File: src/rtl/seq_shift_unit.sv
// Multi-cycle shift/rotate engine: shifts the latched operand by up to STEP bits per cycle,
// then presents the result with a one-cycle done pulse.
module seq_shift_unit #(
    parameter int unsigned WIDTH   = 32,
    parameter int unsigned SHAMT_W = 5,
    parameter int unsigned STEP    = 1
) (
    input  logic             clk_i,
    input  logic             rst_ni,
    input  logic             start_i,
    input  logic [4:0]       op_i,
    input  logic [WIDTH-1:0] a_i,
    input  logic [WIDTH-1:0] b_i,
    output logic             busy_o,
    output logic             done_o,
    output logic             illegal_o,
    output logic [WIDTH-1:0] result_o
);

    localparam logic [4:0] OpShr  = 5'b01000;
    localparam logic [4:0] OpShra = 5'b01001;
    localparam logic [4:0] OpShl  = 5'b01010;
    localparam logic [4:0] OpRor  = 5'b01011;
    localparam logic [4:0] OpRol  = 5'b01100;

    // One extra bit so STEP == WIDTH still fits.
    localparam logic [SHAMT_W:0] StepN  = (SHAMT_W + 1)'(STEP);
    localparam logic [SHAMT_W:0] WidthN = (SHAMT_W + 1)'(WIDTH);

    typedef enum logic [1:0] {StIdle, StShift, StDone} state_e;

    state_e             state_q, state_d;
    logic [WIDTH-1:0]   data_q, data_d;
    logic [SHAMT_W-1:0] rem_q, rem_d;
    logic [4:0]         op_q, op_d;
    logic [WIDTH-1:0]   result_q, result_d;
    logic               illegal_q, illegal_d;

    logic [SHAMT_W:0]   n_ext;
    logic [SHAMT_W:0]   inv_n;
    logic [WIDTH-1:0]   shifted;
    logic               op_legal;

    // Amount bits above SHAMT_W are intentionally ignored (shift is mod WIDTH).
    logic unused_b;
    assign unused_b = ^b_i[WIDTH-1:SHAMT_W];

    assign op_legal = op_i inside {OpShr, OpShra, OpShl, OpRor, OpRol};

    always_comb begin
        n_ext = ({1'b0, rem_q} > StepN) ? StepN : {1'b0, rem_q};
        inv_n = WidthN - n_ext;
        case (op_q)
            OpShr:   shifted = data_q >> n_ext;
            OpShra:  shifted = $signed(data_q) >>> n_ext;
            OpShl:   shifted = data_q << n_ext;
            OpRor:   shifted = (data_q >> n_ext) | (data_q << inv_n);
            OpRol:   shifted = (data_q << n_ext) | (data_q >> inv_n);
            default: shifted = data_q;
        endcase
    end

    always_comb begin
        state_d   = state_q;
        data_d    = data_q;
        rem_d     = rem_q;
        op_d      = op_q;
        result_d  = result_q;
        illegal_d = 1'b0;
        case (state_q)
            StIdle, StDone: begin
                state_d = StIdle;
                if (start_i) begin
                    if (op_legal) begin
                        data_d  = a_i;
                        rem_d   = b_i[SHAMT_W-1:0];
                        op_d    = op_i;
                        state_d = StShift;
                    end else begin
                        illegal_d = 1'b1;
                    end
                end
            end
            StShift: begin
                if (rem_q == '0) begin
                    result_d = data_q;
                    state_d  = StDone;
                end else begin
                    data_d = shifted;
                    rem_d  = rem_q - n_ext[SHAMT_W-1:0];
                end
            end
            default: state_d = StIdle;
        endcase
    end

    always_ff @(posedge clk_i or negedge rst_ni) begin
        if (!rst_ni) begin
            state_q   <= StIdle;
            data_q    <= '0;
            rem_q     <= '0;
            op_q      <= '0;
            result_q  <= '0;
            illegal_q <= 1'b0;
        end else begin
            state_q   <= state_d;
            data_q    <= data_d;
            rem_q     <= rem_d;
            op_q      <= op_d;
            result_q  <= result_d;
            illegal_q <= illegal_d;
        end
    end

    assign busy_o    = (state_q == StShift);
    assign done_o    = (state_q == StDone);
    assign illegal_o = illegal_q;
    assign result_o  = result_q;

endmodule
File: config.mk
export PLATFORM = sky130hd
export DESIGN_NAME = seq_shift_unit
export DESIGN_NICKNAME = d
export VERILOG_FILES = /design/src/rtl/seq_shift_unit.sv
export SDC_FILE = /design/constraint.sdc
export NUM_CORES = 1
export LEC_CHECK = 0
export ABC_CLOCK_PERIOD_IN_PS = 3500
export BUFFER_PORTS_ARGS = -buffer_cell sky130_fd_sc_hd__buf_2
export CAP_MARGIN = 10
export CORE_MARGIN = 10
export CORE_UTILIZATION = 56
export DETAILED_ROUTE_END_ITERATION = 12
export GPL_ROUTABILITY_DRIVEN = 0
export PLACE_DENSITY = 0.79
export SYNTH_ARGS = -nofsm -noshare
export SYNTH_HDL_FRONTEND = slang
export SYNTH_SLANG_ARGS = --single-unit
File: constraint.sdc
create_clock -name clk_i -period 3.5 [get_ports clk_i]
set_input_delay 0.175 -clock clk_i [delete_from_list [all_inputs] [get_ports clk_i]]
set_output_delay 0.175 -clock clk_i [all_outputs]
set_load 0.1 [all_outputs]
==> results of run 1 <==
[state kept, by name, indices dropped and copies added, names as in the netlist]
signal / cells
result_o: 32
data_q: 32
rem_q: 5
state_q: 2
illegal_o: 1
op_q: 5
[critical path: cells and delay by family, from the launching register on]
kind	cells	cell delay [ns]
AO/OA/AOI/OAI	2	0.36
adder cells (fa/ha/maj)	1	0.36
buffers and inverters	2	0.35
flip-flops	1	0.49
AND/OR/NAND/NOR	4	1.27
[logic make-up after synthesis]
kind of cell / after synthesis / synth area share
adders and majority gates: 2 / 0.00467
other: 1 / 0.000701
AOI/OAI and AO/OA: 130 / 0.150
and+or+nand+nor: 160 / 0.167
xor gates and xnor gates: 2 / 0.00327
buffers and inverters: 65 / 0.0633
DFF: 77 / 0.360
muxes: 90 / 0.251
[final timing paths]
path                               to  cells past startpoint  slack, ns
hold reg to reg             illegal_o                      1       0.48
setup / recovery           data_q[14]                      9       0.58
min in group asynchronous   illegal_o                      2       0.50
hold / removal              illegal_o                      2       0.03
max in group asynchronous  data_q[18]                      2       2.35
setup reg to reg           data_q[14]                      9       0.58
[routing by layer]
layer	up-vias	track usage	wire length [um]
met5	-	0	0
met2	388	0.350	7440
met4	0	0.102	499
li1	2093	-	-
met1	2333	0.289	6210
met3	65	0.0614	1810
[cell usage in the layout, fill, tap and decap left out, drive strengths merged, types with 11 or more instances in the layout]
master	netlist	final
clkbuf	36	11
o21ai	51	51
nand2	37	37
mux4	30	30
nor2	20	20
nand3	14	14
nor3	11	11
nor4	15	15
mux2	51	51
or3	29	29
a21oi	34	34
dfrtp	77	77
buf	21	94
[repair_timing]
item                      4_1_cts  5_1_grt
gates resized for setup         0        0
hold buffers                    1        0
hold endpoints to repair        1        0
[per-stage QoR]
stage / setup WS [ns] / hold WS (ns)
3_5_place_dp: 0.690 / 0.393
6_report: 0.578 / 0.0310
2_1_floorplan: 0.591 / -0.121
5_1_grt: 0.461 / 0.0470
4_1_cts: 0.706 / 0.0291
3_3_place_gp: 0.794 / 0.382
[final cells by class]
class	instances	area [um2]	share of cell area
multi-input cells	385	3090	0.521
flip-flops and latches	77	1930	0.325
repair buffers	95	533	0.0898
well taps	129	161	0.0272
clock buffers	11	131	0.0221
clock inverters	5	61.3	0.0103
inverters	8	30.0	0.00506
==> run metrics, run 1 <==
status=completed; Area contributors post-synth=dfrtp_1, mux4_2, mux2_2; Die Ht=118 um; post-detail-place hpwl=10500 um; root buffer cell=clkbuf_8; Die ar.=0.0139 mm2; crit end category=flip-flop; GRT Overall Usage=0.226; CP startpoint kind=flip-flop; DR pass1 iterations=5; Top FF cell, synth=dfrtp_1; FP Rows=35; slowest stage delay, CP=0.62 ns; first-pass GRT wire length=between 20000 and 30000 um; I/O Pins=approximately 110; DP Area=around 0.0057 mm2; Final min period=~2.9 ns; ys async rst share=1.00; fin cells=just over 700; Nets=650; hold wc startpoint=op_i[3]; crit-path max FO=10; worst min path class=input port to flip-flop; fillers=750; fin util=0.639; share of cells above drive strength 1=0.351; antenna cell count=0; CP Cell Sequence=nor4_4 > nand2_2 > inv_2 > ha_1 > o21ai_2 > nor2_1 > buf_4 > nand2_1 > a41oi_1; DRT antenna net count=0; Overflow after GRT=0; CTS Buf Count=9; DRC violations left=0; Fin Clk Skew=between 0.015 and 0.02 ns; synth warn=0; RSZ-0062 raised after global routing=no; Setup TNS=0 ns; Worst-Skew Late Latency=about 0.38 ns; Max clock buf depth=2; via count=4879; H-tree levels=3; CTS tree=yes; post-synth design cell area=0.00535 mm2; Final Max Slew Viols=0; Avg Cell Area, Syn=10.2 um2; WL/cell=22.5 um; R2R Path Start=rem_q[1]; final hold viol count=0; pin count of the biggest net entering global routing=78; Crit-path slowest cell=nor2_1; Mapped Nets=~600; Achievable Freq=between 300 and 400 MHz; detail-routed via count per cell=between 6 and 7; buffer count from post-CTS setup fixing=0; register area share after synthesis=0.360; Area Overhead vs Synth=10.9%; EDFF count, synth=0; max_cap viols=0; most frequent cell after synthesis=dfrtp_1; critical path required time=3.79 ns; critical setup path kind=flip-flop to flip-flop; Rel. slew slack=0.350; worst slew pin tran=0.975 ns; period utilization=0.835; crit path from=rem_q[1]; Port Buffers=79; Syn Inst Count=527; Synth top area share=0.360; synth cell count leaders=dfrtp_1, mux2_2, o21ai_0, clkbuf_1, nand2_1; core footprint=between 0.009 and 0.01 mm2; DRT Wirelength=about 16000 um; CP arrival=3.21 ns; library cells used by synthesis=65; width of the die=118 um; Starting Density=0.577; vias in the first global route=4779; area leader, netlist=dfrtp_1; setup violators final=0; placed insts=693; Clock transition at path regs=0.09 ns; Final Instance Area=0.00593 mm2; initial antenna violation count=0; Iteration-0 DRC Markers=741; register bit total from synthesis=77; CTS Sinks=slightly below 80
Power of run 1 is left out: the tool's default activity adds up to more than one toggle a clock period on the data nets, which glitch-free logic cannot reach.
==> run 2, diff against run 1 <==
==> config.mk (replaced) <==
export PLATFORM = sky130hd
export DESIGN_NAME = seq_shift_unit
export DESIGN_NICKNAME = d
export VERILOG_FILES = /design/src/rtl/seq_shift_unit.sv
export SDC_FILE = /design/constraint.sdc
export NUM_CORES = 1
export LEC_CHECK = 0
export ABC_CLOCK_PERIOD_IN_PS = 2500
export BUFFER_PORTS_ARGS = -buffer_cell sky130_fd_sc_hd__buf_2
export CAP_MARGIN = 10
export CORE_MARGIN = 10
export CORE_UTILIZATION = 51
export DETAILED_ROUTE_END_ITERATION = 12
export GPL_ROUTABILITY_DRIVEN = 0
export PLACE_DENSITY = 0.76
export SYNTH_ARGS = -nofsm -noshare
export SYNTH_HDL_FRONTEND = slang
export SYNTH_SLANG_ARGS = --single-unit
==> constraint.sdc (replaced) <==
create_clock -name clk_i -period 2.5 [get_ports clk_i]
set_input_delay 0.125 -clock clk_i [delete_from_list [all_inputs] [get_ports clk_i]]
set_output_delay 0.125 -clock clk_i [all_outputs]
set_load 0.1 [all_outputs]
==> run 2 against run 1 <==
Against the previous run: the flow now finishes with violations (negative setup slack); die area up 8.1%; final cell count up 3.4%; sequential cell count unchanged; utilization down 4.1 points; register-to-register slack worse by 0.60 ns; via count up 1.0%; largest cell class unchanged.
==> run metrics, run 2 (synthesis gave the netlist of run 1 again) <==
end of the worst register-to-register path=data_q[4]; Final Max Slew Viols=0 (unchanged); Port Buffers=79 (unchanged); buffers and inverters on the worst path=2 (unchanged); DRC violations left=0 (unchanged); max_cap viols=0 (unchanged); width of the die=122 um (+4.0%); Iteration-0 DRC Markers=551 (-26%); Rel. slew slack=0.322 (-0.0276); crit-path max FO=9 (-1); end of the worst hold path=rem_q[1]; CP arrival=2.79 ns (-0.42 ns); setup violators final=1 (+1); Hold Crit Depth=3 (+1); Reg2Reg Setup Slack=-0.03 ns (-0.60 ns); worst r2r path cells=9 (unchanged); commonest non-fill, non-tap cells in the layout=dfrtp_1, buf_2, mux2_2; pin count of the biggest net entering global routing=78 (unchanged); H-tree levels=3 (unchanged); Fin Clk Skew=0.0107 ns (-0.00638 ns); Max clock buf depth=2 (unchanged); CP Cell Sequence=nor4_4 > nand2_2 > inv_4 > ha_4 > o21ai_2 > nor2_1 > buf_4 > a21oi_1 > nor3_1; GRT Overall Usage=0.223 (-0.00335); worst slew pin tran=1.02 ns (+0.0414 ns); Starting Density=0.521 (-0.0557); period utilization=1.01 (+0.175); Crit-path slowest cell=nor2_1; crit path from=rem_q[3]; critical path required time=2.76 ns (-1.03 ns); initial antenna violation count=0 (unchanged); violated checks=negative setup slack; Achievable Freq=396 MHz (+16%); DR pass1 iterations=6 (+1); worst hold slack=0.0236 ns (-0.00737 ns); WL/cell=22.7 um (+1.2%); Final min period=2.53 ns (-0.396 ns); Die ar.=0.0150 mm2 (+8.1%); Area Overhead vs Synth=14.9%; CP delay by family, top=simple AND/OR/NAND/NOR gates; Nets=667 (+2.6%); R2R Path Start=rem_q[3]; RSZ-0062 raised after global routing=yes; antenna cell count=0 (unchanged); CTS Buf Count=9 (unchanged); critical setup path kind=flip-flop to flip-flop; I/O Pins=107 (unchanged); detail-routed via count per cell=6.72 (-2.3%); Worst-Skew Late Latency=0.36 ns (-0.02 ns); CTS resizes=0 (unchanged); worst min path class=input port to flip-flop; share of cells above drive strength 1=0.368 (+0.0168); Die Ht=122 um (+4.0%); FP Rows=37 (+5.7%); root buffer cell=clkbuf_8; Clock transition at path regs=0.08 ns (about the same); hold wc startpoint=b_i[1]; final hold viol count=0 (unchanged); vias in the first global route=4931 (+3.2%); core footprint=0.0103 mm2 (+11%); Overflow after GRT=0 (unchanged); first-pass GRT wire length=26600 um (+3.0%); CTS Sinks=77 (unchanged); DRT Wirelength=16700 um (+4.6%); CTS tree=yes; fillers=871 (+16%); post-detail-place hpwl=11200 um (+6.6%); slowest stage delay, CP=0.59 ns (-0.03 ns); CP startpoint kind=flip-flop; crit end category=flip-flop; via count=4929 (+1.0%); DRT antenna net count=0 (unchanged); final setup margin=-0.0257 ns (-0.604 ns); status=finished with violations
==> run 2: routing by layer <==
| metal | part of all wire | up-vias | global-route usage |
|---|---|---|---|
| met5 | 0 | - | 0 |
| met4 | 0.039 | 0 | 0.115 |
| met3 | 0.11 | 81 | 0.0487 |
| met2 | 0.47 | 358 | 0.359 |
| met1 | 0.38 | 2361 | 0.276 |
| li1 | - | 2129 | - |
==> run 2: cell type report <==
type                       count  area [um2]  area share
timing repair buffer         112         718       0.117
tap                          136         170      0.0277
clock buffer                  10         138      0.0224
clock inverter                 6        62.6      0.0102
inverter                       8        32.5     0.00529
multi-input combinational    385        3100       0.504
sequential                    77        1930       0.313
==> run 2: worst min-delay path: stages <==
cell and delay (ns):
buf_2 0.10, nand2_1 0.04, a31oi_1 0.08
==> run 2: how the worst max path moves through the flow <==
stage,to,slack [ns],depth (start not counted)
5_1_grt,data_q[31],-0.15,8
3_5_place_dp,data_q[31],0.10,8
6_report,data_q[4],-0.03,9
2_1_floorplan,data_q[21],0.001,12
3_3_place_gp,data_q[17],0.16,8
4_1_cts,data_q[4],0.06,9
==> run 2: timing repair <==
action,CTS,global route
setup endpoints to repair,0,20
hold buffers,5,0
setup buffers,0,1
endpoints found under the hold margin,80,0
==> run 2: through the flow <==
stage	setup TNS, ns	instances	setup WS, ns	util	instance area (um2)
CTS	0	733	0.0554	0.596	6120
finish	-0.0257	734	-0.0257	0.598	6150
global route	-1.26	734	-0.154	0.598	6150
floorplan	0	527	0.00106	-	5410
detailed placement	0	712	0.102	0.571	5870
global placement	0	712	0.159	0.571	5870
Power of run 2 is left out for the same reason.
==> run 3, diff against run 2 <==
--- a/config.mk
+++ b/config.mk
@@ -8,7 +8,6 @@
 export ABC_CLOCK_PERIOD_IN_PS = 2500
 export BUFFER_PORTS_ARGS = -buffer_cell sky130_fd_sc_hd__buf_2
 export CAP_MARGIN = 10
-export CORE_MARGIN = 10
 export CORE_UTILIZATION = 51
 export DETAILED_ROUTE_END_ITERATION = 12
 export GPL_ROUTABILITY_DRIVEN = 0
==> run 3 against run 2 <==
Against the previous run: the flow now finishes without violations; global-route usage rose by 8.8 points; worst hold slack got worse by 0.0071 ns; routed wire length fell by 4.1%; first-iteration DRC count rose by 15%; register-to-register slack improved by 0.16 ns; maximum frequency rose by 6.6%; final cell count fell by 0.27%; highest routed layer unchanged; critical path depth fell by 2; clock skew fell by 0.0018 ns; sequential share of layout area rose by 0.17 points; count of clock-buffer cells in the layout rose by 2; sequential cell count did not move.
==> run metrics, run 3 (synthesis gave the netlist of run 1 again) <==
Crit-path slowest cell=or4_4; core footprint=0.0102 mm2 (-0.45%); end of the worst register-to-register path=data_q[20]; DRT Wirelength=16000 um (-4.1%); Max clock buf depth=2 (unchanged); FP Rows=37 (unchanged); CTS Sinks=77 (unchanged); via count=4885 (-0.89%); initial antenna violation count=0 (unchanged); I/O Pins=107 (unchanged); CP startpoint kind=flip-flop; Place WS=0.122 ns (+0.0201 ns); Final Max Slew Viols=0 (unchanged); Fin Clk Skew=0.00894 ns (-0.00175 ns); DRC violations left=0 (unchanged); CP Cell Sequence=buf_4 > or4_4 > o21ai_2 > o21ai_2 > buf_4 > o21ai_0 > a41oi_1; Die ar.=0.0109 mm2 (-27%); most common library cell in the layout ignoring fill and taps=buf_2; Final min period=2.37 ns (-0.157 ns); critical setup path kind=flip-flop to flip-flop; CTS tree=yes; Achievable Freq=422 MHz (+6.6%); commonest non-fill, non-tap cells in the layout=buf_2, dfrtp_1, mux2_2; placed insts=708 (-0.56%); slowest stage delay, CP=0.63 ns (+0.04 ns); DRT antenna net count=0 (unchanged); max_cap viols=0 (unchanged); GRT Overall Usage=0.311 (+0.0878); CP arrival=2.56 ns (-0.23 ns); fin cells=732 (-0.27%); Clock transition at path regs=0.08 ns (about the same); fillers=834 (-4.2%); period utilization=0.948 (-0.0627); Nets=665 (-0.30%); crit-path max FO=19 (+10); crit end category=flip-flop; Reg2Reg Setup Slack=0.13 ns (+0.16 ns); RSZ-0062 raised after global routing=no; worst slew pin tran=0.982 ns (-0.0345 ns); H-tree levels=3 (unchanged); first-pass GRT wire length=26200 um (-1.6%); setup violators final=0 (-1); R2R Path Start=rem_q[1]; critical path required time=2.69 ns (-0.07 ns); width of the die=104 um (-15%); final setup margin=0.131 ns (+0.157 ns); detail-routed via count per cell=6.67 (-0.62%); share of cells above drive strength 1=0.366 (-0.00212); Port Buffers=79 (unchanged); Rel. slew slack=0.345 (+0.0230); worst r2r path cells=7 (-2); Starting Density=0.523 (+0.00236); vias in the first global route=4952 (+0.43%); status=completed; WL/cell=21.9 um (-3.8%); Area Overhead vs Synth=14.4%; Setup TNS=0 ns (+0.0257 ns); worst min path class=input port to flip-flop; root buffer cell=clkbuf_8; antenna cell count=0 (unchanged); crit path from=rem_q[1]; Iteration-0 DRC Markers=634 (+15%); Die Ht=104 um (-15%); DR pass1 iterations=6 (unchanged); Worst-Skew Late Latency=0.37 ns (about the same); Setup crit end=data_q[20]; fin util=0.598 (about the same); post-detail-place hpwl=10300 um (-7.6%); Overflow after GRT=0 (unchanged); final hold viol count=0 (unchanged); pin count of the biggest net entering global routing=78 (unchanged); CTS Buf Count=9 (unchanged)
[run 3: metal layers]
layer | wire [um] | part of all wire | global-route usage | vias to the layer above
li1 | - | - | - | 2121
met1 | 6290 | 0.39 | 0.404 | 2320
met2 | 7280 | 0.45 | 0.464 | 358
met3 | 1700 | 0.11 | 0.0858 | 86
met4 | 738 | 0.046 | 0.183 | 0
met5 | 0 | 0 | 0 | -
[run 3: layout make-up]
cell class / instances / area, um2 / area share
clock inverter: 4 / 22.5 / 0.00368
sequential: 77 / 1930 / 0.315
inverter: 8 / 32.5 / 0.00531
clock buffer: 12 / 155 / 0.0253
tap: 136 / 170 / 0.0278
timing repair buffer: 110 / 708 / 0.116
multi-input combinational: 385 / 3100 / 0.507
[run 3: timing repair]
action / in CTS / in global routing
resized for setup: 0 / 2
hold endpoints to repair: 80 / 0
hold buffers: 5 / 0
buffers inserted: 0 / 3
setup endpoints to repair: 0 / 3
[run 3: worst min path at each step]
| stage | cells past startpoint | end | from | slack (ns) |
|---|---|---|---|---|
| 6_report | 2 | op_q[1] | op_i[1] | 0.02 |
| 3_5_place_dp | 2 | illegal_o | op_i[3] | 0.35 |
| 2_1_floorplan | 0 | data_q[0] | rst_ni | -0.17 |
| 4_1_cts | 2 | op_q[1] | op_i[1] | 0.006 |
| 5_1_grt | 3 | rem_q[1] | b_i[1] | 0.02 |
| 3_3_place_gp | 1 | result_o[20] | rst_ni | 0.34 |
[run 3: per-stage QoR]
| step | area [um2] | hold slack, ns |
|---|---|---|
| after detailed placement | 5870 | 0.348 |
| after CTS | 6100 | 0.00648 |
| after global placement | 5870 | 0.341 |
| after floorplan | 5410 | -0.171 |
| after global routing | 6120 | 0.0241 |
| final | 6120 | 0.0165 |
[run 3: worst max-delay path, delay by kind of cell, from the launching register on]
family | cells | cell delay, ns
compound gates | 4 | 0.77
simple gates | 1 | 0.63
flops | 1 | 0.41
buf+inv | 2 | 0.38
Power of run 3 is left out for the same reason.
